$ cat src/rtl/pc_next_sequencer.sv
// PC register, next-PC selection and BOOT/RUN/HALT sequencing for the single-cycle core.
// Optional feature: define PC_ALIGN_CHECK_EN to trap misaligned next-PC values.
module pc_next_sequencer #(
  parameter int                  PC_WIDTH     = 32,
  parameter logic [PC_WIDTH-1:0] RESET_VECTOR = '0,
  parameter int                  CNT_WIDTH    = 32
) (
  input  logic                 CLK,
  input  logic                 RST,
  input  logic                 Step,
  input  logic                 Branch,
  input  logic                 Zero,
  input  logic                 Jump,
  input  logic [PC_WIDTH-1:0]  Branch_Off_SL2,
  input  logic [25:0]          Jump_Index,
  input  logic                 Halt_Req,
  output logic [PC_WIDTH-1:0]  PC_OUT,
  output logic [PC_WIDTH-1:0]  PC_Plus4,
  output logic                 Fetch_Valid,
  output logic                 Halted,
  output logic [CNT_WIDTH-1:0] Instr_Count,
  output logic                 Misalign_Fault
);

  typedef enum logic [1:0] {BOOT, RUN, HALT} state_t;

  state_t              state;
  logic [PC_WIDTH-1:0] next_pc;
  logic                misalign;

  assign PC_Plus4 = PC_OUT + PC_WIDTH'(4);

  // Jump beats a taken branch; an untaken branch is an ordinary sequential step.
  always_comb begin
    next_pc = PC_Plus4;
    if (Jump)
      next_pc = {PC_Plus4[PC_WIDTH-1:28], Jump_Index, 2'b00};
    else if (Branch && Zero)
      next_pc = PC_Plus4 + Branch_Off_SL2;
  end

`ifdef PC_ALIGN_CHECK_EN
  assign misalign = |next_pc[1:0];

  always_ff @(posedge CLK) begin
    if (RST)
      Misalign_Fault <= 1'b0;
    else if (state == RUN && Step && misalign)
      Misalign_Fault <= 1'b1;
  end
`else
  assign misalign       = 1'b0;
  assign Misalign_Fault = 1'b0;
`endif

  always_ff @(posedge CLK) begin
    if (RST) begin
      state       <= BOOT;
      PC_OUT      <= RESET_VECTOR;
      Instr_Count <= '0;
      Fetch_Valid <= 1'b0;
      Halted      <= 1'b0;
    end else begin
      case (state)
        BOOT: begin
          state       <= RUN;
          Fetch_Valid <= 1'b1;
        end
        RUN: begin
          // A faulting step is discarded and stops the core.
          if (Step && misalign) begin
            state       <= HALT;
            Fetch_Valid <= 1'b0;
            Halted      <= 1'b1;
          end else begin
            if (Step) begin
              PC_OUT      <= next_pc;
              Instr_Count <= Instr_Count + CNT_WIDTH'(1);
            end
            if (Halt_Req) begin
              state       <= HALT;
              Fetch_Valid <= 1'b0;
              Halted      <= 1'b1;
            end
          end
        end
        HALT: begin
          Fetch_Valid <= 1'b0;
          Halted      <= 1'b1;
        end
        default: begin
          state       <= BOOT;
          Fetch_Valid <= 1'b0;
          Halted      <= 1'b0;
        end
      endcase
    end
  end

endmodule
$ cat config.mk
export PLATFORM = sky130hd
export DESIGN_NAME = pc_next_sequencer
export DESIGN_NICKNAME = d
export VERILOG_FILES = /design/src/rtl/pc_next_sequencer.sv
export SDC_FILE = /design/constraint.sdc
export NUM_CORES = 1
export LEC_CHECK = 0
export ABC_CLOCK_PERIOD_IN_PS = 5900
export CAP_MARGIN = 30
export CELL_PAD_IN_SITES_DETAIL_PLACEMENT = 1
export CELL_PAD_IN_SITES_GLOBAL_PLACEMENT = 2
export CORE_ASPECT_RATIO = 0.6
export CORE_MARGIN = 5
export CORE_UTILIZATION = 28
export CTS_CLUSTER_SIZE = 14
export DETAILED_ROUTE_END_ITERATION = 10
export PLACE_DENSITY_LB_ADDON = 0.1
export SYNTH_ARGS = -nofsm -noshare
export SYNTH_HDL_FRONTEND = slang
export SYNTH_SLANG_ARGS = --single-unit
$ cat constraint.sdc
create_clock -name CLK -period 5.9 [get_ports CLK]
set_clock_uncertainty 0.1 [all_clocks]
set_input_delay 1.18 -clock CLK [delete_from_list [all_inputs] [get_ports CLK]]
set_output_delay 1.18 -clock CLK [all_outputs]
set_load 0.005 [all_outputs]
== After elaboration in Yosys (flattened, before gate mapping) ==
Index checks and enable logic that the tools add are counted.

* Register bits: 68
* Input port bits: 65
* Output and inout port bits: 99
* Word-level logic and storage cells: 26

* $add $sub $neg: 3
* Eq/ne operators: 3
* Mux-type cells: 8
* Bitwise logic cells: 2
* Reductions and logical operators: 5

{| class="wikitable"
|+ Operators by type and width
! cell !! count
|-
| 2-to-1 mux 32 bit || 2
|-
| adder 32 x 1 -> 32 bit (second input constant) || 1
|-
| adder 32 x 3 -> 32 bit (second input constant) || 1
|-
| adder 32 bit || 1
|-
| case mux 2 bit (3 select lines) || 1
|-
| AND reduction 2 bit || 3
|-
| case mux 1 bit (3 select lines) || 1
|-
| equality test 2 x 1 -> 1 bit (second input constant) || 1
|-
| equality test 2 bit (second input constant) || 1
|-
| logical NOT 2 bit || 1
|-
| 2-to-1 mux 1 bit || 2
|-
| 2-to-1 mux 2 bit || 1
|-
| inequality test 2 bit (second input constant) || 1
|-
| inverter 1 bit || 2
|-
| case mux 1 bit (2 select lines) || 1
|-
| logical AND 1 bit || 1
|}

== Longest topological paths before layout ==
* Depth in word-level cells: 4
* Gate-level depth with buffers: 19
* Gate-level depth less buffers: 17

== Worst setup path before layout ==
No wires, ideal clock.

* Path kind: register to register
* From: register PC_OUT[2]
* To: register PC_OUT[31]
* Setup time: 0.067 ns
* Arrival: 3.992 ns
* Data required time: 5.733 ns
* Path slack: 1.740 ns
* Stages on the path, launching flop included: 20
* Buffers on the path: 2
* Clock period less this slack: 4.160 ns
* Cells stage by stage: dfxtp_1 ha_1 and3_1 clkbuf_1 nand3_1 nor2_1 nand4_1 xnor2_1 ha_1 buf_6 a21oi_4 inv_2 or3_1 a211o_1 o21ai_2 a21oi_1 mux2i_1 a211o_1 a21o_1 a21oi_2

* Longest elaborated chain between the ends: 4

{| class="wikitable"
|+ RTL lines
! what !! line !! source
|-
| start: declaration || 17 || <nowiki>output logic [PC_WIDTH-1:0] PC_OUT,</nowiki>
|-
| start signal: assignment || 77 || <nowiki>PC_OUT <= next_pc;</nowiki>
|-
| adder 32 x 3 -> 32 bit || 31 || <nowiki>assign PC_Plus4 = PC_OUT + PC_WIDTH'(4);</nowiki>
|-
| named net PC_Plus4[18] || 18 || <nowiki>output logic [PC_WIDTH-1:0] PC_Plus4,</nowiki>
|-
| adder 32 bit || 39 || <nowiki>next_pc = PC_Plus4 + Branch_Off_SL2;</nowiki>
|-
| 2-to-1 mux 32 bit || 38 || <nowiki>else if (Branch && Zero)</nowiki>
|-
| 2-to-1 mux 32 bit || 36 || <nowiki>if (Jump)</nowiki>
|}

The timed path passes the listed nets, and every way through them passes these cells.
A chain may end at the register's enable or synchronous reset.

== Worst setup path after layout ==
* From: register PC_OUT[2]
* To: register PC_OUT[31]

* Longest elaborated chain between the ends: 4

{| class="wikitable"
|+ RTL lines
! what !! line
|-
| adder 32 x 3 -> 32 bit (*) || 31
|-
| adder 32 bit || 39
|-
| 2-to-1 mux 32 bit || 38
|-
| 2-to-1 mux 32 bit (*) || 36
|}

Every way passes the cells marked *; elsewhere a longest branch is shown, timed or not.

==> results.yml <==
clock_tree:
  ctsRootBufferMaster: "clkbuf_16"
  tritoncts: "built"
  clock_sinks: 68
  insertion_delay_ps: 350
  cts.hold.buffers_added: 0
  cts_setup_buffers: 0
  cts_resized: 0
  numCtsBuffers: 9
  htreeDepth: 3
  path_clk_slew_ps: 60
  clockBufferDepth: 2
power:
  p_total_mw: 1.67
  p_switching_mw: 0.576
  swShare_pct: 34.5
  leakagePower_nw: 2.84
  p_int_mw: 1.09
  p_comb_share_pct: 35.1
  clkPwrFrac_pct: 33.0
  powerDensity_nw_per_um2: 226
  seq_power_share_pct: 31.9
  peakVddDrop_mv: 0.129
route:
  wl_mm: 21.5
  drc_errors: 0
  postRouteAntennaNets: 0
  wire_per_inst_um: 20.1
  vias: 5601
  viasPerCell: 5.23
  firstDrtPassIters: 5
  drt_iter0_markers: 305
synth:
  synth_edf_count: 0
  synth_compound_area_share_pct: 21.3
  synth-simple-area-share_pct: 24.4
  synthesis.area_um2: 5220
  ys.flop_type: "dfxtp_1"
  synth_top_family_by_area: "simple AND/OR/NAND/NOR gates"
  syn_nets: 785
  ys_ff_latch: 68
  synth_xor_area_share_pct: 13.2
  ys_async_sr_fraction_pct: 0
  synthDistinctLibCells: 61
  yosysSeqAreaShare_pct: 26.1
  synth.area.mux_share_pct: 0.383
  yosys_warnings: 0
  synthCells: 676
  syn_area_per_cell_um2: 7.73
  yosys.area_share.adder_pct: 10.7
placed_design:
  io_buffers: 162
  dpl.hpwl_mm: 16.9
  gp_congestion: 0.901
  post_dp_cell_area_um2: 7080
timing:
  final.setup.tns_ps: 0
  slew_viol_final: 0
  tightest_slew_ps: 860
  hold_viol_final: 0
  setup_violations: 0
  period_minus_slack_ps: 4940
  max_freq_mhz: 203
  final.period_utilization_pct: 83.7
  relSlewSlack_pct: 42.4
  rsz0062_at_grt: "no"
flow_run:
  max_cap_viol_count: 0
floorplan:
  core_um2: 18200
  start_util_pct: 28.7
  ios: 164
  num_rows: 38
  die_area_um2: 21600
  die_h_um: 116
  die-width_um: 186
grt:
  grt_max_degree: 46
  overflow: 0
  grt_use_total_pct: 19.6
  grt_pass1_wl_mm: 33.5
  antenna_found_initial: 0
  grt_pass1_vias: 5872
hold_path:
  min_path_type: "reg -> reg"
worst_setup_path:
  arrival_ps: 5110
  cp-start-kind: "flip-flop"
  end_kind: "flip-flop"
  required_ps: 6070
  crit_path_max_fanout: 7
  worst-setup-path-type: "reg -> reg"
cells_and_area:
  drive_gt1_share_pct: 4.93
  fillerInstances: 2196
  nets: 936
  fin_area_um2: 7370
  area_growth_pct: 41.1
  antenna_cells: 0
outcome:
  outcome: "completed"
==> synth_stat cells, types with 2 or more instances <==
master	count	area, µm²
xnor2_1	41	359
ha_1	43	538
o21ai_2	2	17.5
a221o_1	17	170
a221oi_1	9	78.8
a211oi_1	5	37.5
nand3_1	27	135
and2_1	2	12.5
buf_1	2	7.51
o22ai_1	2	12.5
xor2_1	38	333
mux2i_1	2	20.0
and3_1	13	81.3
a21oi_1	61	305
a21oi_2	2	17.5
nand4_1	15	93.8
buf_4	3	22.5
o21a_1	2	15.0
nor2_1	84	315
and4_1	4	35.0
a22oi_1	2	15.0
nand2b_1	7	43.8
o21bai_1	4	30.0
or2_2	3	18.8
a21o_1	12	90.1
clkbuf_1	21	78.8
nor3_1	29	145
dfxtp_1	68	1360
inv_1	18	67.6
or3_1	11	68.8
o21ai_0	22	110
nor4_1	2	12.5
buf_2	2	10.0
nand2_1	65	244
a211o_1	3	26.3
nor2b_1	4	25.0
a31oi_1	5	31.3
==> per-stage QoR <==
step	util [%]	instances	setup WS [ps]	hold slack, ps
after floorplan	-	676	1740	370
after global placement	38.8	1055	1230	369
after detailed placement	38.9	1056	978	391
after CTS	40.5	1071	957	408
after global routing	40.5	1071	586	432
final	40.5	1071	964	398
==> layout make-up <==
class / count / area (µm²) / area share (%)
Clock buffer: 9 / 225 / 3.06
Clock inverter: 6 / 66.3 / 0.900
Inverter: 19 / 71.3 / 0.968
Multi-Input combinational cell: 560 / 3670 / 49.8
Sequential cell: 68 / 1360 / 18.5
Tap cell: 240 / 300 / 4.08
Timing Repair Buffer: 169 / 1680 / 22.8
==> worst max-delay path, stage by stage (launching register included) <==
cell	delay, ps
dfxtp_1	440
ha_1	230
and3_1	270
nand3_1	220
nor2_1	630
nand4_1	190
xnor2_1	290
ha_1	400
a21oi_4	240
inv_2	60
or3_1	380
a211o_1	320
o21ai_2	180
a21oi_1	120
mux2i_1	160
a211o_1	320
a21o_1	190
a21oi_2	120
==> cell families after synthesis <==
logic type	Yosys count
AO/OA/AOI/OAI	163
XOR/XNOR	79
adder cells (fa/ha/maj)	44
buffers and inverters	48
flip-flops	68
multiplexers	2
other	1
AND/OR/NAND/NOR	271
==> power groups by stage <==
| stage | clock network, mW | registers (mW) | logic, mW |
|---|---|---|---|
| final | 0.551 | 0.532 | 0.585 |
| after global routing | 0.590 | 0.538 | 0.638 |
| after CTS | 0.569 | 0.532 | 0.585 |
| after detailed placement | 0 | 0.541 | 0.580 |
| after global placement | 0 | 0.540 | 0.569 |
| after floorplan | 0 | 0.531 | 0.326 |
==> flip-flops by register name, indices dropped and copies added (netlist names) <==
register	cells
Fetch_Valid	1
state	2
Halted	1
Instr_Count	32
PC_OUT	32
==> placed cells by master (no fill, tap or decap), drive strengths merged, types with 24 or more instances in the layout <==
cell type / count
nand3: 28
xor2: 38
ha: 43
clkdlybuf4s50: 161
nand2: 65
a21oi: 64
xnor2: 41
dfxtp: 68
nor3: 30
nor2: 84
o21ai: 24
==> per-layer routing <==
metal / vias to the layer above / wire length (µm) / GRT usage (%)
li1: 2725 / - / -
met5: - / 0 / 0
met3: 12 / 1260 / 4.00
met2: 165 / 8450 / 28.0
met1: 2699 / 11600 / 30.3
met4: 0 / 168 / 3.47
==> final timing paths <==
path                           from                      end  slack [ps]  cells past startpoint
max          PC_OUT[2]$_SDFFE_PP0P_  PC_OUT[31]$_SDFFE_PP0P_         960                     17
min reg2reg     Halted$_SDFFE_PP0P_      Halted$_SDFFE_PP0P_         400                      2
min             Halted$_SDFFE_PP0P_      Halted$_SDFFE_PP0P_         400                      2
max reg2reg  PC_OUT[2]$_SDFFE_PP0P_  PC_OUT[31]$_SDFFE_PP0P_         960                     17
(Power assumes the default switching activity.)
